--- config.mk ---
export PLATFORM = sky130hd
export DESIGN_NAME = mi32_responder
export DESIGN_NICKNAME = d
export VERILOG_FILES = /design/src/rtl/mi32_resp_pkg.sv /design/src/rtl/mi32_resp_rdpipe.sv /design/src/rtl/mi32_responder.sv
export SDC_FILE = /design/constraint.sdc
export NUM_CORES = 1
export LEC_CHECK = 0
export CAP_MARGIN = 40
export CORE_MARGIN = 8
export CORE_UTILIZATION = 50
export CTS_BUF_LIST = sky130_fd_sc_hd__clkbuf_8
export CTS_CLUSTER_DIAMETER = 100
export DETAILED_ROUTE_END_ITERATION = 10
export DONT_BUFFER_PORTS = 1
export GPL_TIMING_DRIVEN = 1
export PLACE_DENSITY_LB_ADDON = 0.2
export SYNTH_ARGS = -nofsm -noshare
export SYNTH_HDL_FRONTEND = slang
export SYNTH_SLANG_ARGS = --single-unit
--- constraint.sdc ---
create_clock -name CLK -period 36.7 [get_ports CLK]
set_input_delay 7.34 -clock CLK [delete_from_list [all_inputs] [get_ports CLK]]
set_output_delay 7.34 -clock CLK [all_outputs]
set_load 0.02 [all_outputs]
--- src/rtl/mi32_resp_pkg.sv ---
`default_nettype none
// ============================================================================
// Module      : mi32_resp_pkg
// Description : Shared types and constants for the MI32 responder: bus widths,
//               the data returned on an address miss, the wait-state FSM
//               state encoding and the read-pipeline stage record.
// Revision    : 1.0 - initial release
// ============================================================================
package mi32_resp_pkg;

  localparam int MI32_DATA_W = 32;
  localparam int MI32_BE_W   = 4;

  localparam logic [MI32_DATA_W-1:0] MI32_MISS_DATA = 32'h0;

  // Wait-state FSM encoding (only instantiated with MI32_RESP_WAIT_EN)
  typedef enum logic [0:0] {
    WS_IDLE = 1'b0,
    WS_WAIT = 1'b1
  } wait_state_e;

  // One slot of the fixed-latency read return pipeline
  typedef struct packed {
    logic                   vld;
    logic [MI32_DATA_W-1:0] data;
  } rd_stage_t;

endpackage : mi32_resp_pkg
`default_nettype wire

--- src/rtl/mi32_resp_rdpipe.sv ---
`default_nettype none
// ============================================================================
// Module      : mi32_resp_rdpipe
// Description : READ_LATENCY-deep shift register carrying read results from
//               acceptance to the DRDY/DRD outputs. No backpressure: one entry
//               enters and one leaves every cycle.
// Ports       : clk        - rising-edge clock
//               rst        - asynchronous active-high reset, empties pipeline
//               push_vld   - a read was accepted on this edge
//               push_data  - word sampled for that read
//               drdy       - final stage valid
//               drd        - final stage data (zero when not valid)
// Revision    : 1.0 - initial release
// ============================================================================
module mi32_resp_rdpipe
  import mi32_resp_pkg::*;
#(
  parameter int READ_LATENCY = 1
) (
  input  logic                   clk,
  input  logic                   rst,
  input  logic                   push_vld,
  input  logic [MI32_DATA_W-1:0] push_data,
  output logic                   drdy,
  output logic [MI32_DATA_W-1:0] drd
);

  rd_stage_t stage_q [READ_LATENCY];
  rd_stage_t stage_d [READ_LATENCY];

  always_comb begin
    // Empty slots carry zero data so DRD reads 0 whenever DRDY is low.
    stage_d[0].vld  = push_vld;
    stage_d[0].data = push_vld ? push_data : MI32_MISS_DATA;
    for (int i = 1; i < READ_LATENCY; i++) begin
      stage_d[i] = stage_q[i-1];
    end
  end

  always_ff @(posedge clk or posedge rst) begin
    if (rst) begin
      for (int i = 0; i < READ_LATENCY; i++) begin
        stage_q[i] <= '0;
      end
    end else begin
      for (int i = 0; i < READ_LATENCY; i++) begin
        stage_q[i] <= stage_d[i];
      end
    end
  end

  assign drdy = stage_q[READ_LATENCY-1].vld;
  assign drd  = stage_q[READ_LATENCY-1].data;

endmodule : mi32_resp_rdpipe
`default_nettype wire

--- src/rtl/mi32_responder.sv ---
`default_nettype none
// ============================================================================
// Module      : mi32_responder
// Description : MI32 target with a byte-writable array of 2^ADDR_BITS words at
//               BASE_ADDR. Reads return in order after READ_LATENCY cycles;
//               misses read as zero and miss writes are dropped.
//               Optional macro MI32_RESP_WAIT_EN builds a wait-state FSM that
//               withholds ARDY for WAIT_STATES cycles per request.
// Ports       : CLK    - rising-edge clock
//               RESET  - asynchronous active-high reset
//               DWR    - write data           ADDR - byte address
//               BE     - write byte enables   RD/WR - read / write request
//               ARDY   - request accepted when (RD|WR)&ARDY at an edge
//               DRD    - read data            DRDY - read data valid
// Revision    : 1.0 - initial release
// ============================================================================
module mi32_responder
  import mi32_resp_pkg::*;
#(
  parameter logic [31:0] BASE_ADDR    = 32'h0000_0000,
  parameter int          ADDR_BITS    = 4,
  parameter int          READ_LATENCY = 1,
  parameter int          WAIT_STATES  = 0
) (
  input  logic                   CLK,
  input  logic                   RESET,
  input  logic [MI32_DATA_W-1:0] DWR,
  input  logic [31:0]            ADDR,
  input  logic [MI32_BE_W-1:0]   BE,
  input  logic                   RD,
  input  logic                   WR,
  output logic                   ARDY,
  output logic [MI32_DATA_W-1:0] DRD,
  output logic                   DRDY
);

  localparam int          WORDS     = 1 << ADDR_BITS;
  localparam logic [31:0] ADDR_MASK = (32'd4 << ADDR_BITS) - 32'd1;
`ifdef MI32_RESP_WAIT_EN
  localparam bit          WAIT_EN   = 1'b1;
`else
  localparam bit          WAIT_EN   = 1'b0;
`endif
  localparam int          WS_EFF    = WAIT_EN ? WAIT_STATES : 0;

  logic                   req;
  logic                   accept;
  logic                   wr_acc;
  logic                   rd_acc;
  logic                   hit;
  logic [ADDR_BITS-1:0]   idx;
  logic [MI32_DATA_W-1:0] rd_word;

  assign req    = RD | WR;
  assign accept = req & ARDY;
  assign wr_acc = accept & WR;
  // RD together with WR is a write only.
  assign rd_acc = accept & RD & ~WR;
  assign hit    = (ADDR & ~ADDR_MASK) == BASE_ADDR;
  assign idx    = ADDR[ADDR_BITS+1:2];

  // --------------------------------------------------------------------------
  // Request acceptance
  // --------------------------------------------------------------------------
  generate
    if (WS_EFF == 0) begin : g_no_wait
      assign ARDY = req;
    end
`ifdef MI32_RESP_WAIT_EN
    else begin : g_wait
      wait_state_e state_q, state_d;
      logic [2:0]  wcnt_q, wcnt_d;
      logic        ardy_c;

      always_comb begin
        state_d = state_q;
        wcnt_d  = wcnt_q;
        ardy_c  = 1'b0;
        case (state_q)
          WS_IDLE: begin
            if (req) begin
              wcnt_d  = 3'(WS_EFF - 1);
              state_d = WS_WAIT;
            end
          end
          WS_WAIT: begin
            if (!req) begin
              // Withdrawn request: restart the count for the next one.
              state_d = WS_IDLE;
            end else if (wcnt_q != 3'd0) begin
              wcnt_d = wcnt_q - 3'd1;
            end else begin
              ardy_c  = 1'b1;
              state_d = WS_IDLE;
            end
          end
          default: state_d = WS_IDLE;
        endcase
      end

      always_ff @(posedge CLK or posedge RESET) begin
        if (RESET) begin
          state_q <= WS_IDLE;
          wcnt_q  <= 3'd0;
        end else begin
          state_q <= state_d;
          wcnt_q  <= wcnt_d;
        end
      end

      assign ARDY = ardy_c;
    end
`endif
  endgenerate

  // --------------------------------------------------------------------------
  // Register array
  // --------------------------------------------------------------------------
  logic [MI32_DATA_W-1:0] mem_q [WORDS];
  logic [MI32_DATA_W-1:0] mem_d [WORDS];

  always_comb begin
    mem_d = mem_q;
    if (wr_acc && hit) begin
      for (int b = 0; b < MI32_BE_W; b++) begin
        if (BE[b]) begin
          mem_d[idx][8*b +: 8] = DWR[8*b +: 8];
        end
      end
    end
  end

  always_ff @(posedge CLK or posedge RESET) begin
    if (RESET) begin
      for (int i = 0; i < WORDS; i++) begin
        mem_q[i] <= '0;
      end
    end else begin
      for (int i = 0; i < WORDS; i++) begin
        mem_q[i] <= mem_d[i];
      end
    end
  end

  // Sampled from the current array contents, so a write accepted on the same
  // or a later edge never disturbs data already captured for this read.
  assign rd_word = hit ? mem_q[idx] : MI32_MISS_DATA;

  // --------------------------------------------------------------------------
  // Read return pipeline
  // --------------------------------------------------------------------------
  mi32_resp_rdpipe #(
    .READ_LATENCY (READ_LATENCY)
  ) u_rdpipe (
    .clk       (CLK),
    .rst       (RESET),
    .push_vld  (rd_acc),
    .push_data (rd_word),
    .drdy      (DRDY),
    .drd       (DRD)
  );

endmodule : mi32_responder
`default_nettype wire

==> metrics.csv <==
metric,value,unit
status,"finished, final reports clean",
stdcell_count,2263,
seqCellArea,0.0136,mm^2
crit_type,in2out,
port_buffers,0,
hold_start,mem_q[429]$_DFFE_PP0P_,
wl_per_cell,25.1,um
cts_tree,built,
max-vdd-ir-drop,0.0221,mV
multiInputGateArea,0.0109,mm^2
hold_class,reg2reg,
slowest_delay,340,ps
total_power,0.00114,W
synth_top_area_share,54.6,%
syn_area_per_cell,16.8,um^2
numCtsBuffers,91,
rsz0062_at_grt,false,
setup_violations,0,
p_seq_share,52.8,%
pre_cts_ws,21680,ps
period_share,40.9,%
yosysSeqAreaShare,54.6,%
synthTopCellsByArea,"dfrtp_1 55%, mux2_2 23%, mux4_2 12%",
timing.final.ws_setup,21680,ps
path_cells,or2_2,
io-pin-count,106,
setup_tns,0,ps
cts_setup_buffers,0,
core_area,0.0498,mm^2
vias,13439,
clock_latency,660,ps
track_usage,20.5,%
n_fill_cell,3929,
vias_per_cell,5.94,
synth_nets,1558,
reg2reg_from,mem_q[160]$_DFFE_PP0P_,
synth_most_common_cell,dfrtp_1,
drt_iter0_markers,666,
dp_hpwl,34600,um
crit_path_end_kind,output pin,
ys_async_sr_fraction,100,%
die_h,239,um
p_clk_share,44.6,%
wirelength,56900,um
cp_num_buf_inv,0,
grt_first_pass_wirelength,89500,um
hold_buffers,0,
area_delta_synth_final,11.0,%
p_leak,13.4,nW
cap_viol_max_count,0,
start_util,50.2,%
cts.sinks,545,
netlist_area,0.0250,mm^2
fin_skew,19.8,ps
maxSlewHeadroom,28.0,%
grt_start_max_net_pins,185,
slowest_stage,or2_2,
dp_cells,2108,
htree_levels,3,
dieArea,0.0573,mm^2
switching_share,22.3,%
antenna_left,0,
cts-resized-gates,0,
dr.pass1.iters,5,
die_width,239,um
synth_top_cell_by_area,dfrtp_1,
whs,499,ps
finalMaxSlewViolations,0,
synth_flop_cell,dfrtp_1,
critPathTopFamily,simple AND/OR/NAND/NOR gates,
routabilityCongestion,0.716,
synth_common_cells,"545 x dfrtp_1, 512 x mux2_2, 128 x mux4_2",
grt_pass1_vias,14580,
combPwrFrac,2.6,%
clk_pin_slew,60,ps
finalNetCount,1601,
worst_pin_slew,1080,ps
hold_viol_final,0,
drc,0,
synth_edf_count,0,
drive_above_1_share,55.3,%
fp-row-count,82,
path_max_fanout,2,
antenna_found_initial,3,
power_density,41.1,mW/mm^2
overflow,0,
min_period,15020,ps
syn_inst,1486,
yosysWarnings,0,
p_int,0.000885,W
worstSetupStartpoint,RD,
ys_ff_latch,545,
cts-root-buf,clkbuf_8,
worstPathArrival,7680,ps
netSwitchingPower,0.000254,W
cts.path.max_buffers,3,
clock.fmax,0.0666,GHz
crit_required,29360,ps
ys_types,20,
setup.worst_path.start_class,input port,
==> area by class of cell <==
| type | count | area share (%) |
|---|---|---|
| sequential | 545 | 49.2 |
| multi-input combinational | 840 | 39.3 |
| clock buffer | 110 | 5.46 |
| tap | 672 | 3.03 |
| timing repair buffer | 50 | 2.26 |
| clock inverter | 44 | 0.736 |
| inverter | 1 | 0.0406 |
| antenna | 1 | 0.00903 |
==> kinds of logic (layout without fill, tap and decap cells) <==
| kind of cell | Yosys count | in the layout | synth area share, % |
|---|---|---|---|
| muxes | 640 | 640 | 34.6 |
| DFF | 545 | 545 | 54.6 |
| and+or+nand+nor | 104 | 104 | 6.24 |
| buffers and inverters | 101 | 205 | 1.94 |
| AOI/OAI and AO/OA | 96 | 96 | 2.57 |
| other | 0 | 1 | 0 |
==> sequential cells by signal, summed over array words and instances (netlist names) <==
register / cells
mem_q: 512
u_rdpipe.drdy: 1
u_rdpipe.drd: 32
==> final timing paths <==
path | cells after the start | slack [ps] | end
max | 1 | 21680 | ARDY
min | 1 | 500 | mem_q[429]$_DFFE_PP0P_
max reg2reg | 3 | 35180 | u_rdpipe.drd[0]$_DFF_PP0_
min reg2reg | 1 | 500 | mem_q[429]$_DFFE_PP0P_
max in group asynchronous | 4 | 27750 | mem_q[210]$_DFFE_PP0P_
min in group asynchronous | 1 | 6720 | mem_q[4]$_DFFE_PP0P_
==> placed cells by master (no fill, tap or decap) <==
master       n
a21oi_1     32
a22oi_1     64
and2_2       1
buf_12       2
buf_16       6
buf_4       14
buf_6       28
bufinv_16    1
clkbuf_8   110
clkinv_2     6
dfrtp_1    545
diode_2      1
inv_1       36
inv_6        1
inv_8        1
mux2_2     512
mux4_2     128
nand2_1     16
nand3_1      4
nand3_4      1
nand4_1      2
nor2_1       2
nor2_4       1
nor2b_1      3
nor2b_4      2
nor4_1       6
nor4_4      64
or2_2        2
==> stage by stage <==
stage	area, um^2	utilization (%)
final	27700	55.7
after global routing	27700	55.7
after CTS	27700	55.7
after detailed placement	26000	52.2
after global placement	25500	51.2
after floorplan	25000	-
==> power by group through the flow <==
stage | combinational, W | sequential, W | clock (W)
after floorplan | 0.0000311 | 0.000613 | 0
after global placement | 0.0000285 | 0.000612 | 0
after detailed placement | 0.0000302 | 0.000612 | 0
after CTS | 0.0000303 | 0.000601 | 0.000523
after global routing | 0.0000323 | 0.000601 | 0.000553
final | 0.0000294 | 0.000601 | 0.000508
==> metal layers <==
| metal | track usage (%) | vias up | wire, um |
|---|---|---|---|
| li1 | - | 5802 | - |
| met1 | 28.3 | 7276 | 25300 |
| met2 | 32.2 | 258 | 27500 |
| met3 | 4.50 | 99 | 2660 |
| met4 | 6.38 | 4 | 1410 |
| met5 | 0 | - | 26 |
Power figures use the tool's default switching activity.
